==> src/rtl/serial_frame_pkg.sv <==
// Shared types and selector codes for the serial frame controller and its selector datapath.
// SERIAL_FRAME_HDR_EN adds the two header states to the state set.
package serial_frame_pkg;

    typedef enum logic [2:0] {
        IDLE,
        START,
        THRESH,
`ifdef SERIAL_FRAME_HDR_EN
        HDR_H,
        HDR_L,
`endif
        DATA_H,
        DATA_L,
        STOP
    } state_t;

    localparam logic [2:0] SEL_ZERO  = 3'b000;
    localparam logic [2:0] SEL_ONE   = 3'b001;
    localparam logic [2:0] SEL_THRSH = 3'b010;
    localparam logic [2:0] SEL_H_B0  = 3'b011;
    localparam logic [2:0] SEL_L_B0  = 3'b100;
    localparam logic [2:0] SEL_H_B2  = 3'b101;
    localparam logic [2:0] SEL_L_B2  = 3'b110;

    // The line idles high, so IDLE and STOP share the constant-one code.
    function automatic logic [2:0] state_sel(input state_t s);
        case (s)
            START:   return SEL_ZERO;
            THRESH:  return SEL_THRSH;
`ifdef SERIAL_FRAME_HDR_EN
            HDR_H:   return SEL_H_B2;
            HDR_L:   return SEL_L_B2;
`endif
            DATA_H:  return SEL_H_B0;
            DATA_L:  return SEL_L_B0;
            default: return SEL_ONE;
        endcase
    endfunction

endpackage

==> src/rtl/serial_frame_ctrl_bit_timer.sv <==
// Per-bit cycle counter: flags the last clock of each BIT_CYCLES-long bit period.
module bit_timer #(
    parameter int BIT_CYCLES = 4
) (
    input  logic clk,
    input  logic rst_n,
    input  logic clear,
    input  logic run,
    output logic last
);

    localparam int CW = (BIT_CYCLES > 1) ? $clog2(BIT_CYCLES) : 1;
    localparam logic [CW-1:0] CNT_LAST = CW'(BIT_CYCLES - 1);

    logic [CW-1:0] cnt;

    assign last = run && (cnt == CNT_LAST);

    always_ff @(posedge clk or negedge rst_n) begin
        if (!rst_n)
            cnt <= '0;
        else if (clear || last)
            cnt <= '0;
        else if (run)
            cnt <= cnt + 1'b1;
    end

endmodule

==> src/rtl/serial_frame_ctrl.sv <==
// Sequences one serial frame (start, thresh, [header], high bits, low bits, stop) through the selector.
// SERIAL_FRAME_HDR_EN inserts the regh_b2/regl_b2 header after THRESH.
module serial_frame_ctrl
    import serial_frame_pkg::*;
#(
    parameter int BIT_CYCLES = 4,
    parameter int DATA_W     = 4
) (
    input  logic       clk,
    input  logic       rst_n,
    input  logic       start,
    output logic       ready,
    output logic       busy,
    output logic [2:0] muxsel,
    output logic       load,
    output logic       shift_h,
    output logic       shift_l,
    output logic       done
);

    localparam int IW = (DATA_W > 1) ? $clog2(DATA_W) : 1;
    localparam logic [IW-1:0] IDX_LAST = IW'(DATA_W - 1);

    state_t        state, state_nxt;
    logic          last, state_chg;
    logic [IW-1:0] idx;

    assign state_chg = (state_nxt != state);

    bit_timer #(.BIT_CYCLES(BIT_CYCLES)) u_timer (
        .clk   (clk),
        .rst_n (rst_n),
        .clear (state_chg),
        .run   (state != IDLE),
        .last  (last)
    );

    always_ff @(posedge clk or negedge rst_n) begin
        if (!rst_n)
            state <= IDLE;
        else
            state <= state_nxt;
    end

    // Bit index only advances inside a data state; every state change rewinds it.
    always_ff @(posedge clk or negedge rst_n) begin
        if (!rst_n)
            idx <= '0;
        else if (state_chg)
            idx <= '0;
        else if ((state == DATA_H || state == DATA_L) && last)
            idx <= idx + 1'b1;
    end

    always_comb begin
        state_nxt = state;
        case (state)
            IDLE:    if (start) state_nxt = START;
            START:   if (last)  state_nxt = THRESH;
`ifdef SERIAL_FRAME_HDR_EN
            THRESH:  if (last)  state_nxt = HDR_H;
            HDR_H:   if (last)  state_nxt = HDR_L;
            HDR_L:   if (last)  state_nxt = DATA_H;
`else
            THRESH:  if (last)  state_nxt = DATA_H;
`endif
            DATA_H:  if (last && idx == IDX_LAST) state_nxt = DATA_L;
            DATA_L:  if (last && idx == IDX_LAST) state_nxt = STOP;
            STOP:    if (last)  state_nxt = IDLE;
            default: state_nxt = IDLE;
        endcase
    end

    assign ready   = (state == IDLE);
    assign busy    = !ready;
    assign load    = start && ready;
    assign shift_h = (state == DATA_H) && last;
    assign shift_l = (state == DATA_L) && last;
    assign done    = (state == STOP) && last;
    assign muxsel  = state_sel(state);

endmodule

==> config.mk <==
export PLATFORM = sky130hd
export DESIGN_NAME = serial_frame_ctrl
export DESIGN_NICKNAME = d
export VERILOG_FILES = /design/src/rtl/serial_frame_pkg.sv /design/src/rtl/serial_frame_ctrl_bit_timer.sv /design/src/rtl/serial_frame_ctrl.sv
export SDC_FILE = /design/constraint.sdc
export NUM_CORES = 1
export LEC_CHECK = 0
export CAP_MARGIN = 20
export CORE_AREA = 2 2 39 41
export DETAILED_ROUTE_END_ITERATION = 16
export DIE_AREA = 0 0 41 43
export HOLD_SLACK_MARGIN = 0.02
export PLACE_DENSITY = 0.69
export SYNTH_ARGS = -nofsm -noshare
export SYNTH_HDL_FRONTEND = slang
export SYNTH_HIERARCHICAL = 1
export SYNTH_SLANG_ARGS = --single-unit
==> constraint.sdc <==
create_clock -name clk -period 2.8 [get_ports clk]
set_input_delay 0.56 -clock clk [delete_from_list [all_inputs] [get_ports clk]]
set_output_delay 0.56 -clock clk [all_outputs]
set_load 0.02 [all_outputs]
# ---- After elaboration in Yosys (flattened, before gate mapping)
# Cells that the tools add are included.
dict set report word_totals {
  wordCells 39
  input_bits 3
  output_inout_bits 9
  register_bits 7
}
dict set report op_classes {
  n_eq_ne 8
  reduce_logical 14
  add_sub_neg 2
  muxes 12
}
# cell count
set ops {}
lappend ops {{3-bit 2-to-1 mux} 6}
lappend ops {{3-bit case mux with 6 select lines} 1}
lappend ops {{3-bit case mux with 4 select lines} 1}
lappend ops {{2-bit 2-to-1 mux} 4}
lappend ops {{1-bit logical AND} 7}
lappend ops {{3-bit by 2-bit equality test with 1-bit output (second input constant)} 2}
lappend ops {{3-bit equality test (second input constant)} 2}
lappend ops {{2-bit by 1-bit adder with 2-bit output (second input constant)} 2}
lappend ops {{2-bit equality test (second input constant)} 2}
lappend ops {{2-bit nonzero test} 2}
lappend ops {{3-bit by 1-bit equality test with 1-bit output (second input constant)} 1}
lappend ops {{3-bit zero test} 1}
lappend ops {{3-bit != test} 1}
lappend ops {{3-bit nonzero test} 1}
lappend ops {{1-bit logical OR} 2}
lappend ops {{1-bit zero test} 1}

# ---- Logic depth before layout (Yosys ltp)
dict set report logic_depth {
  depth_word 8
  mapped_depth 10
  mapped_depth_nobuf 8
}

# ---- Modules after synthesis
# Netlist, hierarchy kept.
# module seq_area_each_um2 area_per_inst_um2 instances cells_each
set by_module_without_submodules {}
lappend by_module_without_submodules {serial_frame_ctrl 125.1 464.2 1 47}
lappend by_module_without_submodules {bit_timer 50.0 110.1 1 10}

# ---- Worst setup path after synthesis
# No wires, ideal clock.
dict set report synth_timing {
  path_type {register -> register}
  startpoint {reg state[1]}
  endpoint {reg u_timer.cnt[1]}
  slack_ns 0.390
  path_stages_with_launch 11
  n_path_buf 2
  arrival_time_ns 2.343
  cell_sequence {dfrtp_1 > buf_4 > nor3_2 > inv_1 > and2_1 > buf_6 > a21o_1 > a22o_1 > a21o_2 > nor2_1 > a32o_1}
}
# item line_no
set synth_lines {}
lappend synth_lines {{start, declared} serial_frame_ctrl.sv:24} ;# state_t state, state_nxt;
lappend synth_lines {{start signal, assigned} serial_frame_ctrl.sv:42} ;# state <= state_nxt;
lappend synth_lines {{3-bit zero test (*)} --}
lappend synth_lines {{net ready} serial_frame_ctrl.sv:12} ;# output logic ready,
lappend synth_lines {{3-bit case mux with 6 select lines (*)} serial_frame_ctrl.sv:57} ;# case (state)
lappend synth_lines {{3-bit != test (*)} serial_frame_ctrl.sv:28} ;# assign state_chg = (state_nxt != state);
lappend synth_lines {{net state_chg} serial_frame_ctrl.sv:25} ;# logic last, state_chg;
lappend synth_lines {{1-bit logical OR (*)} serial_frame_ctrl_bit_timer.sv:22} ;# else if (clear || last)
lappend synth_lines {{2-bit 2-to-1 mux or 2-bit nonzero test (tied branches)} --}
lappend synth_lines {{end signal, assigned} serial_frame_ctrl_bit_timer.sv:25} ;# cnt <= cnt + 1'b1;
lappend synth_lines {{end, declared} serial_frame_ctrl_bit_timer.sv:15} ;# logic [CW-1:0] cnt;
# The timed path passes the listed nets; every way through them passes the cells marked *.
# A chain may end at the register's enable or synchronous reset.

# ---- Worst setup path in the final report
dict set report layout_timing {
  startpoint {reg state[2]}
  endpoint {out shift_l}
}
dict set report layout_via {
  elab_chain_len 3
}
# item line_no
set layout_rtl {}
lappend layout_rtl {{3-bit nonzero test} serial_frame_ctrl.sv:34} ;# .run (state != IDLE),
lappend layout_rtl {{1-bit logical AND} serial_frame_ctrl_bit_timer.sv:17} ;# assign last = run && (cnt == CNT_LAST);
lappend layout_rtl {{net last} serial_frame_ctrl.sv:25}
lappend layout_rtl {{1-bit logical AND} serial_frame_ctrl.sv:78} ;# assign shift_l = (state == DATA_L) && last;
lappend layout_rtl {{end, declared} serial_frame_ctrl.sv:17} ;# output logic shift_l,
# The timed path passes the listed nets, and every way through them passes these cells.

==> results.yml <==
critical_path:
  cp_num_buf_inv: 3
  cp.arrival_ns: 2.11
  critical_path_class: "flop to output port"
  critPathTopFamily: "buffers and inverters"
  critPathMaxStageDelay_ns: 0.54
  required_ns: 2.24
  cp_max_fo: 10
  endpoint_kind: "output port"
  worst_path_max_delay_cell: "clkdlybuf4s50_1"
  worstPathCellList: "nor3_4 -> inv_1 -> and2_2 -> nand4bb_1 -> inv_1 -> clkdlybuf4s50_1"
  crit_top_cell: "inv_1"
  crit_path_start_kind: "flop"
timing:
  report.final.slew_viol_count: 0
  hold_viol: 0
  worstMarginPinSlew_ns: 0.327
  rsz0062_at_grt: "false"
  post-route-period-util: 0.954
  period_needed_ns: 2.67
  slew_headroom: 0.781
  setup_tns_ns: 0
  setup_violations: 0
  clock.fmax_mhz: 374
  skew_ns: 0.00645
floorplan:
  start_util: 0.415
  pin_count: 12
  die_h_um: 43
  num_rows: 14
  die_w_um: 41
  core-area_um2: 1380
  die-area_um2: 1760
cts:
  clockRootBuffer: "clkbuf_4"
  cts_sinks: 7
  cts_tree: "done"
  cts_max_path_buffers: 2
  numCtsBuffers: 3
  post_cts_resized: 0
  worstSkewPairLatency_ns: 0.25
  htree_levels: 1
  cts_hold_buf: 0
  post_cts_buffers: 0
  clkTransAtPathRegs_ns: 0.05
layout:
  num_antenna_cells: 0
  final_layout_size_suffix_gt1_frac: 0.239
  areaGrowthSynthToFinish_pct: 25.9
  num-nets-final: 77
  design_area_um2: 723
synth:
  synth-async-reset-ratio: 1.00
  synthFlopType: "dfrtp_1"
  ys_seq_area_frac: 0.305
  synth-edff-count: 0
  netlist_area_um2: 574
  synthCells: 57
  ys_ff_latch: 7
  syn_avg_cell_area_um2: 10.1
  synth.distinct_cells: 31
  synthSimpleGateAreaFrac: 0.272
  synth_xor_area_frac: 0
  synth_top_family_by_area: "compound AO/OA/AOI/OAI gates"
  muxShareOfSynthArea: 0
  yosys_warnings: 6
  synth_compound_area_frac: 0.288
  synth_nets: 62
  synthAdderAreaFrac: 0.0436
detailed_routing:
  vias: 483
  wl_per_cell_um: 13.7
  drc: 0
  wl_um: 1190
  first_pass_iters: 4
  drt_iter0_drc: 16
  antenna_left: 0
  vias_per_cell: 5.55
global_route:
  antenna_found_initial: 0
  grt_max_degree: 13
  grt_usage: 0.178
  overflow: 0
  grt_pass1_wl_um: 2190
  grt_pass1_vias: 494
power_and_ir_drop:
  power_density_nw_per_um2: 713
  leakagePower_nw: 0.321
  ir_worst_vdd_mv: 0.500
place:
  gp_congestion: 0.733
  port_buffers: 11
  dpl_cell_area_um2: 689
  dpl.hpwl_um: 870
job:
  max_cap_viol_count: 0
outcome:
  run_status: "finished clean"
min_path:
  min_path_type: "flop to flop"
==> area by class of cell <==
| type | instances | area (um^2) |
|---|---|---|
| Timing Repair Buffer | 14 | 133 |
| Multi-Input combinational cell | 42 | 354 |
| Inverter | 4 | 15.0 |
| Clock buffer | 4 | 26.3 |
| Fill cell | 131 | 661 |
| Tap cell | 16 | 20.0 |
| Sequential cell | 7 | 175 |
==> worst paths after layout <==
path | start | endpoint | slack, ns | cells past startpoint
min in group asynchronous | rst_n | u_timer/cnt[1]$_DFFE_PN0P_ | 0.57 | 1
max in group asynchronous | rst_n | idx[0]$_DFFE_PN0P_ | 1.98 | 1
worst max register to register | state[2]$_DFF_PN0_ | u_timer/cnt[1]$_DFFE_PN0P_ | 0.75 | 8
worst max-delay path | state[2]$_DFF_PN0_ | shift_l | 0.13 | 6
worst min register to register | u_timer/cnt[1]$_DFFE_PN0P_ | u_timer/cnt[1]$_DFFE_PN0P_ | 0.50 | 1
worst min-delay path | u_timer/cnt[1]$_DFFE_PN0P_ | u_timer/cnt[1]$_DFFE_PN0P_ | 0.50 | 1
==> cell usage in the layout (no fill, tap or decap), drive strengths merged, types with 2 or more instances in the layout <==
cell           netlist  layout
nand2b               2       2
nor2b                2       2
buf                  4       3
clkbuf               0       4
or2b                 2       2
a21oi                4       4
inv                  4       4
a221oi               2       2
a22o                 2       2
nor2                 4       4
o21bai               2       2
a21o                 4       4
and2                 2       2
nand3                2       2
ha                   2       2
dfrtp                7       7
clkdlybuf4s50        0      11
==> layer usage <==
metal / up-vias / wire length, um / global-route usage
li1: 235 / - / -
met1: 233 / 557 / 0.248
met2: 13 / 539 / 0.247
met3: 2 / 75 / 0.0628
met4: 0 / 14 / 0.0667
met5: - / 0 / 0
==> state kept, by name, summed over array words and instances (netlist names) <==
register	flops
idx	2
u_timer/cnt	2
state	3
==> Yosys cell counts, drive strengths merged (2+ instances only) <==
master / n / area share
ha: 2 / 0.044
a21oi: 4 / 0.041
and2: 2 / 0.022
buf: 4 / 0.065
inv: 4 / 0.026
a21o: 4 / 0.054
dfrtp: 7 / 0.31
a221oi: 2 / 0.052
o21bai: 2 / 0.026
nand3: 2 / 0.017
a22o: 2 / 0.031
or2b: 2 / 0.028
nor2: 4 / 0.026
nand2b: 2 / 0.022
nor2b: 2 / 0.022
==> stage by stage <==
stage	hold slack, ns	total power [mW]	util	worst slack (ns)	cells
2_1_floorplan	0.264	0.360	-	0.390	57
3_3_place_gp	0.490	0.415	0.498	0.400	83
3_5_place_dp	0.494	0.421	0.498	0.325	83
4_1_cts	0.506	0.515	0.517	0.0320	87
5_1_grt	0.536	0.563	0.523	0.0229	87
6_report	0.499	0.516	0.523	0.130	87
==> logic make-up after synthesis <==
logic type	Yosys count
DFF	7
and+or+nand+nor	21
AOI/OAI and AO/OA	19
adders and majority gates	2
buffers and inverters	8
==> power breakdown <==
group	internal (mW)	switching [mW]
sequential	0.125	0.0178
clock	0.0542	0.0344
combinational	0.134	0.150
total	0.313	0.202
Note: power is estimated with default switching activity, not from simulation.
